==> config.mk <==
export PLATFORM = sky130hd
export DESIGN_NAME = sound_scheduler
export DESIGN_NICKNAME = d
export VERILOG_FILES = /design/src/rtl/sound_scheduler.sv
export SDC_FILE = /design/constraint.sdc
export NUM_CORES = 1
export LEC_CHECK = 0
export CAP_MARGIN = 20
export CORE_ASPECT_RATIO = 1.1
export CORE_UTILIZATION = 55
export CTS_BUF_LIST = sky130_fd_sc_hd__clkbuf_4
export CTS_CLUSTER_SIZE = 28
export DETAILED_ROUTE_END_ITERATION = 16
export GPL_ROUTABILITY_DRIVEN = 0
export PLACE_DENSITY = 0.79
export SYNTH_ARGS = -nofsm -noshare
export SYNTH_HDL_FRONTEND = slang
export SYNTH_SLANG_ARGS = --single-unit
export TNS_END_PERCENT = 100
==> constraint.sdc <==
create_clock -name clk -period 2.92 [get_ports clk]
set_input_delay 0.876 -clock clk [delete_from_list [all_inputs] [get_ports clk]]
set_output_delay 0.876 -clock clk [all_outputs]
set_load 0.05 [all_outputs]
==> src/rtl/sound_scheduler.sv <==
// rtl/sound_scheduler.sv - priority scheduler of six audio requests onto one tone path
// Optional SOUND_PREEMPT_EN: a higher-priority pending sound aborts the one playing.
module sound_scheduler #(
  parameter int CNT_W      = 24,
  parameter int DUR_KEY    = 2500000,
  parameter int DUR_COL    = 5000000,
  parameter int DUR_HOLE   = 12500000,
  parameter int GAP_CYCLES = 500000
) (
  input  logic       clk,
  input  logic       resetN,
  input  logic       keyXAudioRequest,
  input  logic       keyYAudioRequest,
  input  logic       keyEnterAudioRequest,
  input  logic       borderColAudioRequest,
  input  logic       ballToBallColAudioRequest,
  input  logic       holeColAudioRequest,
  output logic       soundEnable,
  output logic [2:0] soundId,
  output logic [5:0] pendingMask,
  output logic       busy
);

  typedef enum logic [1:0] {S_IDLE = 2'd0, S_PLAY = 2'd1, S_GAP = 2'd2} state_t;

  localparam bit             HAS_GAP  = (GAP_CYCLES > 0);
  localparam logic [CNT_W-1:0] GAP_LOAD = CNT_W'((GAP_CYCLES > 0) ? GAP_CYCLES - 1 : 0);

  state_t           r_state;
  state_t           w_next;
  logic [5:0]       w_req;
  logic [5:0]       r_req_q;
  logic [5:0]       w_rise;
  logic [5:0]       w_clr;
  logic [5:0]       r_pending;
  logic [CNT_W-1:0] r_cnt;
  logic [2:0]       r_sound_id;
  logic [2:0]       w_hi_id;
  logic             w_any;
  logic             w_grant;
  logic             w_preempt;
  logic             w_cnt_zero;

  function automatic logic [CNT_W-1:0] dur_load(input logic [2:0] id);
    if (id == 3'd5)      return CNT_W'(DUR_HOLE - 1);
    else if (id >= 3'd3) return CNT_W'(DUR_COL - 1);
    else                 return CNT_W'(DUR_KEY - 1);
  endfunction

  assign w_req = {holeColAudioRequest, ballToBallColAudioRequest, borderColAudioRequest,
                  keyEnterAudioRequest, keyYAudioRequest, keyXAudioRequest};
  assign w_rise     = w_req & ~r_req_q;
  assign w_any      = |r_pending;
  assign w_cnt_zero = (r_cnt == '0);

  // Highest set bit wins: id 5 has top priority.
  always_comb begin
    w_hi_id = '0;
    for (int i = 0; i < 6; i++) begin
      if (r_pending[i]) w_hi_id = 3'(i);
    end
  end

`ifdef SOUND_PREEMPT_EN
  assign w_preempt = (r_state == S_PLAY) && w_any && (w_hi_id > r_sound_id);
`else
  assign w_preempt = 1'b0;
`endif

  assign w_grant = ((r_state == S_IDLE) && w_any) || w_preempt;
  assign w_clr   = w_grant ? (6'b000001 << w_hi_id) : 6'b000000;

  always_ff @(posedge clk or negedge resetN) begin
    if (!resetN) r_state <= S_IDLE;
    else         r_state <= w_next;
  end

  always_comb begin
    w_next = r_state;
    case (r_state)
      S_IDLE: if (w_any) w_next = S_PLAY;
      S_PLAY: begin
        if (w_preempt)       w_next = S_PLAY;
        else if (w_cnt_zero) w_next = HAS_GAP ? S_GAP : S_IDLE;
      end
      S_GAP:  if (w_cnt_zero) w_next = S_IDLE;
      default: w_next = S_IDLE;
    endcase
  end

  always_comb begin
    soundEnable = (r_state == S_PLAY);
    busy        = (r_state != S_IDLE);
  end

  // A new rise in the same cycle as the grant clear keeps the bit set.
  always_ff @(posedge clk or negedge resetN) begin
    if (!resetN) begin
      r_req_q    <= '0;
      r_pending  <= '0;
      r_cnt      <= '0;
      r_sound_id <= '0;
    end else begin
      r_req_q   <= w_req;
      r_pending <= (r_pending & ~w_clr) | w_rise;
      if (w_grant) begin
        r_sound_id <= w_hi_id;
        r_cnt      <= dur_load(w_hi_id);
      end else if ((r_state == S_PLAY) && w_cnt_zero) begin
        r_cnt <= GAP_LOAD;
      end else if ((r_state != S_IDLE) && !w_cnt_zero) begin
        r_cnt <= r_cnt - CNT_W'(1);
      end
    end
  end

  assign soundId     = r_sound_id;
  assign pendingMask = r_pending;

endmodule

==> results.py <==
metrics = {
    "run_status": {
        "outcome": "complete, no violations",
    },
    "die": {
        "ios": 19,
        "die_y_um": 68.9,
        "fp.coreArea_um2": 3770,
        "die_x_um": 62.9,
        "die_area_um2": 4330,
        "initial_utilization_pct": 59.4,
        "core.rowCount": 23,
    },
    "cts": {
        "cts-root-buf": "clkbuf_4",
        "cts_sinks": 41,
        "htree_levels": 2,
        "cts_resized": 0,
        "clk-insertion-delay-late_ps": 370,
        "cts_hold_repair.buffers": 0,
        "cts_tree": "yes",
        "cts_max_path_buffers": 2,
        "clk_pin_slew_worst_paths_ps": 130,
        "post_cts.repair.setup_buffers": 0,
        "numCtsBuffers": 5,
    },
    "timing": {
        "timing.fmax_mhz": 360,
        "fin_ws_ps": 140,
        "post-route-period-util_pct": 95.2,
        "maxSlewHeadroom_pct": 41.3,
        "final-setup-viol-count": 0,
        "hold_viol_final": 0,
        "maxSlewViolCount": 0,
        "fin_crit_ps": 2780,
        "fin_tns_setup_ps": 0,
        "holdWs_ps": 425,
        "worst_pin_slew_ps": 880,
        "clock_skew_ps": 14.6,
        "rsz0062_at_grt": "false",
    },
    "grt": {
        "grt_pass1_wl_um": 8540,
        "grt_pass1_vias": 1735,
        "grt-ovfl-total": 0,
        "met2_usage_pct": 41.0,
        "gr-usage-met1_pct": 35.5,
        "grt_use_total_pct": 26.3,
        "grt_max_degree": 42,
        "antenna_found_initial": 0,
        "top_usage_layer": "met2",
        "gr-usage-met3_pct": 5.59,
    },
    "power_and_ir_drop": {
        "leakage_nw": 1.09,
        "power_mw": 0.976,
        "peakVddDrop_v": 0.000266,
        "pwr_density_cell_nw_per_um2": 378,
    },
    "cells_and_area": {
        "n_antenna_cell": 0,
        "final-instance-count-excl-fill": 318,
        "fill_cells": 321,
        "fin_nets": 277,
        "final_util_pct": 68.4,
        "design_area_um2": 2580,
        "areaGrowthSynthToFinish_pct": 15.1,
        "drive_gt1_share_pct": 11.2,
    },
    "setup_path": {
        "r2r_cells": 5,
        "end_kind": "output pin",
        "reg2reg_slack_ps": 400,
        "critPathArrivalTime_ps": 1900,
        "worstPathRequired_ps": 2040,
        "slowest_delay_ps": 820,
        "timing.rr.start": "pendingMask[3]",
        "critical_path.slowest_cell": "clkdlybuf4s50_1",
        "critPathKind": "reg -> out",
        "startpoint_type": "flop",
        "path_cells": "nor2_1 -> inv_1 -> clkdlybuf4s50_1",
        "r2r_end": "r_cnt[15]",
        "critical_path.max_fanout": 7,
    },
    "logic_synthesis": {
        "ys_seq_area_share_pct": 45.8,
        "ys.flop_type": "dfrtp_1",
        "synth_cells": 241,
        "syn_nets": 251,
        "syn_avg_cell_area_um2": 9.30,
        "synth_warnings": 0,
        "synth.distinct_cells": 50,
        "synth_area_leaders": "dfrtp_1, o21ai_0, nor2_1, nor3_1, inv_1",
        "synth_area_um2": 2240,
        "synthArstFlopShare_pct": 100,
        "synth_edf_count": 0,
        "synth.largest_area_cell": "dfrtp_1",
        "ys_ff_latch": 41,
        "yosys.area.top_type_share_pct": 45.8,
    },
    "detailed_routing": {
        "drt_iter0_markers": 160,
        "firstDrtPassIters": 4,
        "drt-total-wl_um": 5260,
        "vias_per_cell": 6.29,
        "remaining_drc_errors": 0,
        "wl_per_cell_um": 16.5,
        "vias": 1999,
        "antenna_left": 0,
    },
    "job": {
        "cap_viol_max_count": 0,
    },
    "placed_design": {
        "place_area_um2": 2500,
        "dp_cells": 310,
        "io_buffers": 18,
        "hpwl_um": 3790,
        "dp_slack_ps": 445,
    },
    "hold_path": {
        "min_path_cells": 1,
        "hold_class": "reg -> reg",
        "min_from": "r_req_q[4]",
        "min_to": "pendingMask[4]",
    },
}
==> registers in the layout, indices dropped and copies added (netlist names) <==
register     count
r_req_q          6
pendingMask      6
r_state          2
soundId          3
r_cnt           24
==> routing by layer <==
| metal | part of all wire [%] | vias up |
|---|---|---|
| met4 | 1.9 | 0 |
| li1 | - | 968 |
| met5 | 0 | - |
| met1 | 46 | 958 |
| met2 | 46 | 62 |
| met3 | 5.6 | 11 |
==> how the worst max path moves through the flow <==
stage	startpoint	to	cells past startpoint
6_report	r_state[1]	busy	3
5_1_grt	r_state[1]	busy	3
4_1_cts	r_state[1]	busy	3
3_5_place_dp	pendingMask[3]	r_cnt[15]	5
3_3_place_gp	pendingMask[3]	r_cnt[15]	5
2_1_floorplan	pendingMask[3]	r_cnt[2]	8
==> Yosys cell counts (all sizes together), types with 3 or more instances <==
library cell / count
nand4: 7
a31oi: 7
dfrtp: 41
o21a: 6
a21oi: 10
o2bb2ai: 4
o21ai: 34
or3: 5
nor3: 12
nor4: 8
a22o: 4
nor2b: 3
inv: 14
o31ai: 3
nand2: 12
and4: 4
nor2: 24
buf: 6
==> cells in the final DEF (no fill, tap or decap), types with 7 or more instances in the layout <==
master | synthesis | routed
dfrtp_1 | 41 | 41
o21ai_0 | 29 | 29
nor2_1 | 24 | 24
clkdlybuf4s50_1 | 0 | 17
inv_1 | 14 | 14
nand2_1 | 12 | 12
nor3_1 | 12 | 12
a21oi_1 | 10 | 10
buf_4 | 0 | 9
a31oi_1 | 7 | 7
==> cell type report <==
type	count	area (um^2)	share of cell area, %
multi-input combinational	178	1110	43.1
sequential	41	1030	39.8
timing repair buffer	27	243	9.41
tap	50	62.6	2.42
inverter	14	52.6	2.04
clock buffer	6	45.0	1.75
clock inverter	2	38.8	1.50
==> cell families (layout without fill, tap and decap cells) <==
kind of cell / Yosys count / in the layout / synth area share (%)
AND/OR/NAND/NOR: 90 / 90 / 22.8
AO/OA/AOI/OAI: 85 / 85 / 25.2
flip-flops: 41 / 41 / 45.8
buffers and inverters: 22 / 49 / 4.58
adder cells (fa/ha/maj): 2 / 2 / 1.12
multiplexers: 1 / 1 / 0.502
==> critical path, delay by kind of cell, from the launching register on <==
kind / cells / cell delay, ps
flops: 1 / 480
simple gates: 1 / 100
buf+inv: 2 / 960
==> power breakdown <==
part	internal, mW	switching (mW)	total (mW)
Clock	0.191	0.191	0.382
Sequential	0.572	0.000866	0.573
Combinational	0.00805	0.0130	0.0210
Power figures use the tool's default switching activity.
